## config.mk

```make
export PLATFORM = sky130hd
export DESIGN_NAME = button_scan_scheduler
export DESIGN_NICKNAME = d
export VERILOG_FILES = /design/src/rtl/button_scan_scheduler.sv
export SDC_FILE = /design/constraint.sdc
export NUM_CORES = 1
export LEC_CHECK = 0
export BUFFER_PORTS_ARGS = -buffer_cell sky130_fd_sc_hd__buf_2
export CAP_MARGIN = 5
export CORE_UTILIZATION = 57
export DETAILED_ROUTE_END_ITERATION = 7
export MAX_ROUTING_LAYER = met4
export PLACE_DENSITY = 0.81
export SYNTH_ARGS = -nofsm -noshare
export SYNTH_HDL_FRONTEND = slang
export SYNTH_SLANG_ARGS = --single-unit
```

## constraint.sdc

```tcl
create_clock -name clk_i -period 2.06 [get_ports clk_i]
set_input_delay 0.103 -clock clk_i [delete_from_list [all_inputs] [get_ports clk_i]]
set_output_delay 0.103 -clock clk_i [all_outputs]
set_load 0.02 [all_outputs]
```

## src/rtl/button_scan_scheduler.sv

```systemverilog
// Button scan scheduler: one shared tick divider and one shared debounce
// compare/count datapath, serviced round-robin across N_BTN raw buttons.
//   clk_i       system clock, all logic on posedge
//   reset_i     synchronous active-high reset
//   raw_btn_i   asynchronous raw buttons
//   freeze_i    1 = hold divider, scan index and counters
//   level_o     debounced levels (registered)
//   press_o     one-clk pulse on debounced 0->1 (registered)
//   release_o   one-clk pulse on debounced 1->0 (registered)
//   scan_idx_o  index serviced on the current tick (debug)
//   tick_o      sample strobe for the current cycle (debug)
module button_scan_scheduler #(
  parameter int unsigned N_BTN      = 5,
  parameter int unsigned TICK_DIV   = 24999,
  parameter int unsigned STABLE_CNT = 4
) (
  input  logic                       clk_i,
  input  logic                       reset_i,
  input  logic [N_BTN-1:0]           raw_btn_i,
  input  logic                       freeze_i,
  output logic [N_BTN-1:0]           level_o,
  output logic [N_BTN-1:0]           press_o,
  output logic [N_BTN-1:0]           release_o,
  output logic [$clog2(N_BTN)-1:0]   scan_idx_o,
  output logic                       tick_o
);

  localparam int unsigned IW = $clog2(N_BTN);
  localparam int unsigned CW = (TICK_DIV > 0) ? $clog2(TICK_DIV + 1) : 1;
  localparam int unsigned SW = (STABLE_CNT > 1) ? $clog2(STABLE_CNT) : 1;

  localparam logic [CW-1:0] TICK_LAST = CW'(TICK_DIV);
  localparam logic [SW-1:0] STAB_LAST = SW'(STABLE_CNT - 1);
  localparam logic [IW-1:0] IDX_LAST  = IW'(N_BTN - 1);

  logic [N_BTN-1:0] sync1_q, sync2_q;
  logic [CW-1:0]    tick_cnt_q, tick_cnt_d;
  logic [IW-1:0]    scan_idx_q, scan_idx_d;
  logic [SW-1:0]    stab_q [N_BTN];
  logic [SW-1:0]    stab_d [N_BTN];
  logic [N_BTN-1:0] level_q, level_d;
  logic [N_BTN-1:0] press_q, press_d;
  logic [N_BTN-1:0] release_q, release_d;
  logic             tick_hit_c;
  logic             tick_c;

  // Divider terminal count; a frozen terminal count stays pending until freeze drops.
  assign tick_hit_c = (tick_cnt_q == TICK_LAST);
  assign tick_c     = tick_hit_c && !freeze_i && !reset_i;

  // Next-state: divider, round-robin index and the single shared debounce datapath.
  always_comb begin
    tick_cnt_d = tick_cnt_q;
    scan_idx_d = scan_idx_q;
    level_d    = level_q;
    press_d    = '0;
    release_d  = '0;
    stab_d     = stab_q;

    if (!freeze_i) begin
      tick_cnt_d = tick_hit_c ? '0 : tick_cnt_q + CW'(1);
    end

    if (tick_c) begin
      scan_idx_d = (scan_idx_q == IDX_LAST) ? '0 : scan_idx_q + IW'(1);
      for (int unsigned i = 0; i < N_BTN; i++) begin
        if (IW'(i) == scan_idx_q) begin
          if (sync2_q[i] == level_q[i]) begin
            // Any agreeing sample restarts qualification (glitch rejection).
            stab_d[i] = '0;
          end else if (stab_q[i] == STAB_LAST) begin
            level_d[i]   = sync2_q[i];
            stab_d[i]    = '0;
            press_d[i]   = sync2_q[i];
            release_d[i] = ~sync2_q[i];
          end else begin
            stab_d[i] = stab_q[i] + SW'(1);
          end
        end
      end
    end
  end

  // State registers with synchronous reset.
  always_ff @(posedge clk_i) begin
    if (reset_i) begin
      sync1_q    <= '0;
      sync2_q    <= '0;
      tick_cnt_q <= '0;
      scan_idx_q <= '0;
      level_q    <= '0;
      press_q    <= '0;
      release_q  <= '0;
      for (int unsigned i = 0; i < N_BTN; i++) begin
        stab_q[i] <= '0;
      end
    end else begin
      sync1_q    <= raw_btn_i;
      sync2_q    <= sync1_q;
      tick_cnt_q <= tick_cnt_d;
      scan_idx_q <= scan_idx_d;
      level_q    <= level_d;
      press_q    <= press_d;
      release_q  <= release_d;
      for (int unsigned i = 0; i < N_BTN; i++) begin
        stab_q[i] <= stab_d[i];
      end
    end
  end

  assign level_o    = level_q;
  assign press_o    = press_q;
  assign release_o  = release_q;
  assign scan_idx_o = scan_idx_q;
  assign tick_o     = tick_c;

endmodule
```

==> results.md, run 1 <==
* Kind of critical path: register to register
* Post-detailed-placement half-perimeter wirelength at 2.87 mm
* Max FO, Critical Path at 10
* Effective utilization at floorplan at 60.5%
* Layer carrying the most global-route usage: met2
* IR drop worst, VDD at 485 uV
* Minimum clock period at 1.84 ns
* Clock root buffer: clkbuf_8
* Fraction of final layout cells sized beyond drive strength 1 at 16.1%
* Setup Viol. Count Final at 0
* Synthesis warning total at 0
* Worst endpoint data arrival time at 2.09 ns
* Final max-slew violation count at 0
* Slew headroom at 70.6%
* Area Overhead vs Synth at 16.6%
* Unrepaired setup endpoints after global routing: false
* Netlist Area Pre-Place at 0.00225 sq mm
* Synthesized Nets at 266
* Leakage Power at 0.00100 uW
* Class of the most critical hold timing path: input pin to register
* Run status: finished, final reports clean
* Clock skew at 0.0117 ns
* Hold Fails Final Rpt at 0
* Global Route met2 Usage at 40.9%
* Register clock-pin slew on the reported worst setup and hold paths at 0.10 ns
* Core area at 0.00372 sq mm
* Global-route usage over all layers at 23.8%
* Number of global-route vias before repair at 1,696
* Period utilization at 89.3%
* Distinct cells, synth at 32
* Number of clock buffers inserted by TritonCTS at 5
* Die ar. at 0.00420 sq mm
* Worst-margin pin slew at 0.437 ns
* Die boundary height at 64.8 um
* Crit. End Element: register
* Detailed router's first-iteration violation count at 108
* Critical path launch point type: register
* Maximum level of the CTS H-tree at 2
* Number of sinks driven by the clock tree at 53
* Total of flip-flops plus latches after synthesis at 53
* Number of max-capacitance violations reported at 0
* CP Data Required Time at 2.31 ns
* Routed WL at 4.29 mm
* GRT met3 Usage at 6.87%
* Port buffer count at 26
* Final instance area at 0.00262 sq mm
* Clock tree from TritonCTS: yes
* Wirelength per Cell at 12.9 um
* Total power divided by cell area at 646 mW/mm^2
* Antenna diode count at 0
* Clk Latency, worst-skew pair at 0.31 ns
* Final GP Congestion at 0.792
* Die span in x at 64.8 um
* Wire length of the first global-routing pass at 7.41 mm
* Number of antenna violations at the first check in global routing at 0
* Upper clock frequency limit at 543 MHz
* Rows at 22
* Total negative slack at 0 ns
* Area of placed instances at 0.00244 sq mm
* Net count reported at finish at 303
* Count of TritonRoute iterations in the first routing pass at 4
* Antenna-violating nets left at 0
* Avg Synthesized Cell Area at 9.10 sq um
* Worst-case clock buffer depth at 2
* Met1 Use GR at 26.4%
* Vias after detailed routing at 1,805
* Vias per Instance at 5.42
* Total grt overflow at 0
* DRC violations left at 0
* Maximum number of pins on one net before global-route repair at 25
* Seq/Total Area, Yosys at 47.2%
* Count of mapped cells out of synthesis at 247
* Io pins at 27
==> cells in the final DEF (no fill, tap or decap), types with 2 or more instances in the layout <==
| cell type | n |
|---|---|
| dlygate4sd3_1 | 4 |
| clkbuf_8 | 5 |
| inv_1 | 10 |
| nor3b_1 | 6 |
| nor3_1 | 12 |
| xor2_1 | 2 |
| nor2b_1 | 12 |
| xnor2_1 | 15 |
| dfxtp_1 | 53 |
| a21oi_1 | 18 |
| nor4_1 | 3 |
| buf_2 | 26 |
| o21ai_0 | 14 |
| buf_4 | 8 |
| nand4_1 | 11 |
| nand2_1 | 16 |
| nor2_1 | 20 |
| nor4b_1 | 2 |
| o211ai_1 | 2 |
| or4b_1 | 2 |
| ha_1 | 11 |
| nand3_1 | 11 |
| or3_1 | 6 |
| and4b_1 | 2 |
==> worst max-delay path, cell delays in order, from the launching register on <==
cell and delay, ns:
dfxtp_1 0.37, ha_1 0.19, and4b_1 0.27, nand4_4 0.12, buf_12 0.17, or4b_1 0.51, a21oi_1 0.14
==> per-layer routing <==
layer	wire length (um)	share of wire [%]
met3	142	3.3
met2	2160	50
met5	0	0
met1	1940	45
met4	48	1.1
==> Yosys cell counts <==
cell type,n,area share (%)
or2_2,1,0.28
and2_0,1,0.28
nand4_2,1,0.56
nor4b_1,2,0.78
o21ai_0,14,3.1
or2_1,1,0.28
xnor2_1,15,5.8
a21oi_1,18,4.0
clkbuf_1,7,1.2
nor4b_4,1,1.1
or4b_1,2,0.89
nor3b_1,6,2.0
nand3_1,11,2.4
nor2_1,20,3.3
mux2i_1,1,0.45
nor2b_1,12,3.3
nor4_1,3,0.84
xor2_1,2,0.78
or3_1,6,1.7
inv_1,10,1.7
o31ai_1,1,0.33
buf_2,2,0.45
ha_1,11,6.1
nand2_1,16,2.7
and4_1,1,0.39
and4b_1,2,0.89
nand4b_1,1,0.39
nor3_1,12,2.7
o211ai_1,2,0.67
nand4_1,11,3.1
dfxtp_1,53,47
nand3b_1,1,0.33
==> final timing paths <==
check	cells past startpoint	slack [ns]	from	endpoint
worst min-delay path	2	0.007	raw_btn_i[1]	sync1_q[1]
worst max-delay path	6	0.22	tick_cnt_q[0]	stab_q[7]
worst max register to register	6	0.22	tick_cnt_q[0]	stab_q[7]
worst min register to register	1	0.44	sync1_q[3]	sync2_q[3]
==> final cells by class <==
class	count	area, sq um
timing repair buffer	39	250
clock inverter	3	21.3
fill	275	1100
sequential	53	1060
inverter	10	37.5
tap	48	60.1
multi-input combinational	175	1120
clock buffer	5	68.8
==> timing repair <==
item                                    in CTS  in global routing
pin swaps                                    0                  0
setup buffers                                0                  4
hold buffers                                 1                  3
resized for setup                            1                  0
endpoints found under the setup margin       1                  1
hold endpoints to repair                     1                  3
==> state kept, by name, summed over array words and instances, names as in the netlist <==
name	cells
release_o	5
tick_cnt_q	15
scan_idx_o	3
sync2_q	5
stab_q	10
press_o	5
sync1_q	5
level_o	5
==> cells by family after synthesis <==
logic type                 count (synthesis)  synth area share, %
buffers and inverters                     19                 3.29
AOI/OAI and AO/OA                         35                 8.13
muxes                                      1                0.445
xor gates and xnor gates                  17                 6.63
DFF                                       53                 47.2
adders and majority gates                 11                 6.12
and+or+nand+nor                          111                 28.2
==> power breakdown <==
group	switching, uW	leakage [uW]	internal, uW
registers	9.05	0.000429	1040
logic	31.4	0.000527	27.6
clock network	345	0.0000445	242
total	386	0.00100	1310
==> per-stage QoR <==
stage	setup WS, ns	hold slack [ns]	cells	total power [uW]	utilization, %
final	0.220	0.00742	333	1690	70.5
after global routing	0.0767	0.00754	333	1780	70.5
after CTS	0.0754	0.000547	326	1700	68.6
after detailed placement	0.131	0.319	317	1120	65.6
after global placement	0.180	0.310	317	1120	65.6
after floorplan	0.453	0.231	247	1100	-
Power figures use the tool's default switching activity.
==> run 2, diff against run 1 <==
--- a/config.mk
+++ b/config.mk
@@ -10,7 +10,7 @@
 export CORE_UTILIZATION = 57
 export DETAILED_ROUTE_END_ITERATION = 7
 export MAX_ROUTING_LAYER = met4
-export PLACE_DENSITY = 0.81
+export PLACE_DENSITY = 0.78
 export SYNTH_ARGS = -nofsm -noshare
 export SYNTH_HDL_FRONTEND = slang
 export SYNTH_SLANG_ARGS = --single-unit
==> results.md, run 2 (synthesis results as in run 1) <==
* Port buffer count at 26
* Clock skew at 0.00926 ns
* Unrepaired setup endpoints after global routing: false
* Crit. End Element: primary output
* DRC violations left at 0
* Antenna-violating nets left at 0
* Period utilization at 92.0%
* Worst endpoint data arrival time at 1.79 ns
* Vias per Instance at 5.44
* Cell type of the slowest stage on the worst timing path: dfxtp_1
* Post-detailed-placement half-perimeter wirelength at 3.01 mm
* Total negative slack at 0 ns
* Final max-slew violation count at 0
* Register clock-pin slew on the reported worst setup and hold paths at 0.09 ns
* Maximum level of the CTS H-tree at 2
* CP peak stage delay at 0.38 ns
* Cell breakdown of the critical path: ha_1, and4b_2, nand4_4, buf_4, nor2_1, buf_2
* Met3 wire length at 140 um
* Antenna diode count at 0
* Fraction of final layout cells sized beyond drive strength 1 at 15.3%
* Total power divided by cell area at 653 mW/mm^2
* Net count reported at finish at 299
* Number of max-capacitance violations reported at 0
* Area of placed instances at 0.00244 sq mm
* Class of the most critical hold timing path: input pin to register
* Number of antenna violations at the first check in global routing at 0
* Effective utilization at floorplan at 60.5%
* Io pins at 27
* Clk Latency, worst-skew pair at 0.31 ns
* Wire length of the first global-routing pass at 7.29 mm
* Minimum clock period at 1.90 ns
* Clock tree from TritonCTS: yes
* Critical path launch point type: register
* Detailed router's first-iteration violation count at 128
* Top sig layer: met4
* Hold Fails Final Rpt at 0
* Worst-margin pin slew at 0.425 ns
* Setup Viol. Count Final at 0
* Die span in x at 64.8 um
* Leakage Power at 0.000977 uW
* Rows at 22
* Critical path buffer and inverter count at 2
* Total power at 1680 uW
* Maximum number of pins on one net before global-route repair at 20
* Number of sinks driven by the clock tree at 53
* Commonest cells after routing, fill and taps aside: dfxtp_1, buf_2, nor2_1
* Max FO, Critical Path at 13
* Total grt overflow at 0
* Global-route usage over all layers at 23.2%
* Final instance area at 0.00257 sq mm
* Detail Route met2 WL at 2.05 mm
* Core area at 0.00372 sq mm
* Area Overhead vs Synth at 14.6%
* Routed WL at 4.24 mm
* Largest register FFs at 15
* Worst-case clock buffer depth at 2
* Register with the most flip-flops: tick_cnt_q
* Registers with the highest flip-flop counts: tick_cnt_q (15), stab_q (10)
* Slew headroom at 71.5%
* Number of global-route vias before repair at 1,691
* Run status: finished, final reports clean
* Die ar. at 0.00420 sq mm
* Clock root buffer: clkbuf_8
* Met1 wire length at 1.95 mm
* Upper clock frequency limit at 527 MHz
* Die boundary height at 64.8 um
* Number of clock buffers inserted by TritonCTS at 5
* Crit path max-delay family: simple AND/OR/NAND/NOR gates
* Kind of critical path: register to primary output
* Vias after detailed routing at 1,791
* IR drop worst, VDD at 467 uV
* Most frequent standard cell in the layout excluding fill and tap cells: dfxtp_1
* Wirelength per Cell at 12.9 um
* Final GP Congestion at 0.819
* CP Data Required Time at 1.96 ns
* Count of TritonRoute iterations in the first routing pass at 4
[run 2: cell count changes in the layout (fill, tap and decap cells not counted), sizes merged]
| cell | before | now |
|---|---|---|
| buf | 35 | 31 |
| clkinv | 1 | 2 |
| inv | 11 | 10 |
[run 2: power by group]
part	total, uW	leakage (uW)	switching, uW	internal, uW
clock network	578	0.0000439	343	235
logic	59.1	0.000503	31.4	27.7
registers	1050	0.000429	8.52	1040
total	1680	0.000977	383	1300
[run 2: worst paths after layout]
check / start / to / slack (ns) / cells past startpoint
max: tick_cnt_q[0] / tick_o / 0.16 / 6
min: raw_btn_i[3] / sync1_q[3] / 0.008 / 2
max reg2reg: tick_cnt_q[0] / scan_idx_o[0] / 0.27 / 6
min reg2reg: sync1_q[1] / sync2_q[1] / 0.44 / 1
[run 2: per-stage QoR]
step                hold WS (ns)  worst slack, ns  util [%]  cells
floorplan                  0.231            0.453         -    247
global placement           0.311            0.304      65.6    317
detailed placement         0.321            0.246      65.6    317
CTS                     0.000728           0.0888      68.8    328
global route             0.00306          0.00999      69.3    329
finish                   0.00754            0.164      69.3    329
[run 2: what timing repair did]
item                                    4_1_cts  5_1_grt
buffers inserted                              0        0
resized for setup                             0        2
hold endpoints to repair                      3        1
hold buffers                                  3        1
endpoints found under the setup margin        0        1
[run 2: layout make-up]
class	count	area [sq um]
fill	284	1140
multi-input combinational	175	1120
sequential	53	1060
timing repair buffer	35	208
clock buffer	5	68.8
tap	48	60.1
inverter	10	37.5
clock inverter	3	17.5
[run 2: routing by layer]
| metal | global-route usage, % | up-vias |
|---|---|---|
| li1 | - | 926 |
| met1 | 27.0 | 823 |
| met2 | 37.8 | 32 |
| met3 | 5.28 | 10 |
| met4 | 10.6 | 0 |
| met5 | - | - |
==> run 3, diff against run 2 <==
--- a/config.mk
+++ b/config.mk
@@ -7,6 +7,7 @@
 export LEC_CHECK = 0
 export BUFFER_PORTS_ARGS = -buffer_cell sky130_fd_sc_hd__buf_2
 export CAP_MARGIN = 5
+export CORE_ASPECT_RATIO = 0.75
 export CORE_UTILIZATION = 57
 export DETAILED_ROUTE_END_ITERATION = 7
 export MAX_ROUTING_LAYER = met4
==> results.md, run 3 (synthesis results as in run 1) <==
* DRC violations left at 0
* Vias after detailed routing at 1,822
* Kind of critical path: register to register
* Number of antenna violations at the first check in global routing at 0
* Number of sinks driven by the clock tree at 53
* Post-detailed-placement half-perimeter wirelength at 2.90 mm
* Period utilization at 92.8%
* Number of clock buffers inserted by TritonCTS at 5
* Fill cell instance count of the final layout at 315
* Port buffer count at 26
* FF-to-FF End: release_o[1]
* Wirelength per Cell at 12.5 um
* Register clock-pin slew on the reported worst setup and hold paths at 0.10 ns
* Global-route usage over all layers at 21.9%
* Core area at 0.00371 sq mm
* Routed WL at 4.16 mm
* Worst reg2reg startpoint: tick_cnt_q[0]
* Final max-slew violation count at 0
* Register with the most flip-flops: tick_cnt_q
* Wire length of the first global-routing pass at 6.82 mm
* Rows at 19
* Total grt overflow at 0
* HP Start: raw_btn_i[4]
* Class of the most critical hold timing path: input pin to register
* Unrepaired setup endpoints after global routing: false
* Setup Viol. Count Final at 0
* Vias per Instance at 5.49
* Total negative slack at 0 ns
* Largest register FFs at 15
* Critical path launch point type: register
* Maximum level of the CTS H-tree at 2
* Number of buffers added for setup after CTS at 0
* Worst-case clock buffer depth at 2
* Hold Path Cell Cnt at 2
* Commonest cells after routing, fill and taps aside: dfxtp_1, buf_2, nor2_1
* Number of max-capacitance violations reported at 0
* Registers with the highest flip-flop counts: tick_cnt_q (15), stab_q (10)
* Register-to-register setup slack at 0.15 ns
* Die boundary height at 56.4 um
* Antenna diode count at 0
* Count of TritonRoute iterations in the first routing pass at 4
* Antenna-violating nets left at 0
* Die ar. at 0.00420 sq mm
* Io pins at 27
* Max FO, Critical Path at 11
* Clock skew at 0.00720 ns
* Crit. End Element: register
* Most frequent standard cell in the layout excluding fill and tap cells: dfxtp_1
* Fraction of final layout cells sized beyond drive strength 1 at 14.6%
* Net count reported at finish at 298
* Worst endpoint data arrival time at 2.15 ns
* Area Overhead vs Synth at 14.4%
* Detailed router's first-iteration violation count at 128
* Hold Path Sink: sync1_q[4]
* Clock root buffer: clkbuf_8
* CP Data Required Time at 2.30 ns
* IR drop worst, VDD at 430 uV
* Post-route core utilization at 69.3%
* Total power divided by cell area at 663 mW/mm^2
* Hold Fails Final Rpt at 0
* Leakage Power at 0.000961 uW
* Die span in x at 74.5 um
* Run status: finished, final reports clean
* Slew headroom at 68.0%
* Final GP Congestion at 0.811
* Total power at 1700 uW
* Worst-margin pin slew at 0.478 ns
* Maximum number of pins on one net before global-route repair at 24
* Number of global-route vias before repair at 1,512
* Upper clock frequency limit at 523 MHz
* Clk Latency, worst-skew pair at 0.31 ns
* Worst reg2reg path depth at 6
* Effective utilization at floorplan at 60.6%
* Clock tree from TritonCTS: yes
* Minimum clock period at 1.91 ns
-- run 3: worst max path at each step --
stage                        from       endpoint  cells past startpoint
finish              tick_cnt_q[0]   release_o[1]                      6
floorplan           tick_cnt_q[0]      stab_q[5]                      5
global placement    tick_cnt_q[0]  scan_idx_o[2]                      6
detailed placement  tick_cnt_q[0]   release_o[1]                      6
CTS                 tick_cnt_q[0]   release_o[1]                      6
global route        tick_cnt_q[0]     level_o[1]                      6
-- run 3: area by class of cell --
type | instances | area [sq um] | share of cell area [%]
Sequential cell | 53 | 1060 | 41.3
Clock buffer | 5 | 68.8 | 2.68
Tap cell | 52 | 65.1 | 2.53
Timing Repair Buffer | 34 | 200 | 7.79
Clock inverter | 3 | 26.3 | 1.02
Multi-Input combinational cell | 175 | 1110 | 43.3
Inverter | 10 | 37.5 | 1.46
-- run 3: timing repair --
item,in CTS,in global routing
endpoints found under the hold margin,4,0
hold buffers,4,0
gates resized for setup,0,0
-- run 3: worst max-delay path, stage by stage, from the launching register on --
cell and delay (ns):
dfxtp_1 0.38, ha_1 0.21, and4b_1 0.24, nand4_2 0.26, buf_4 0.27, or2_2 0.31, nor3b_1 0.18
-- run 3: where the power goes --
part,internal (uW),switching (uW)
clock network,248,352
logic,26.3,30.9
registers,1040,8.97
total,1310,392
-- run 3: per-layer routing --
metal | routed length, um | global-route usage, %
met4 | 44 | 6.74
met5 | 0 | -
met1 | 2180 | 32.8
met3 | 201 | 5.39
met2 | 1730 | 28.7
-- run 3: through the flow --
| stage | cell area (sq um) | setup WS (ns) | instances | hold WS [ns] |
|---|---|---|---|---|
| final | 2570 | 0.149 | 332 | 0.0129 |
| after global routing | 2570 | 0.0157 | 332 | 0.0501 |
| after CTS | 2570 | 0.149 | 332 | 0.0146 |
| after detailed placement | 2440 | 0.176 | 320 | 0.319 |
| after global placement | 2440 | 0.241 | 320 | 0.311 |
| after floorplan | 2250 | 0.453 | 247 | 0.231 |
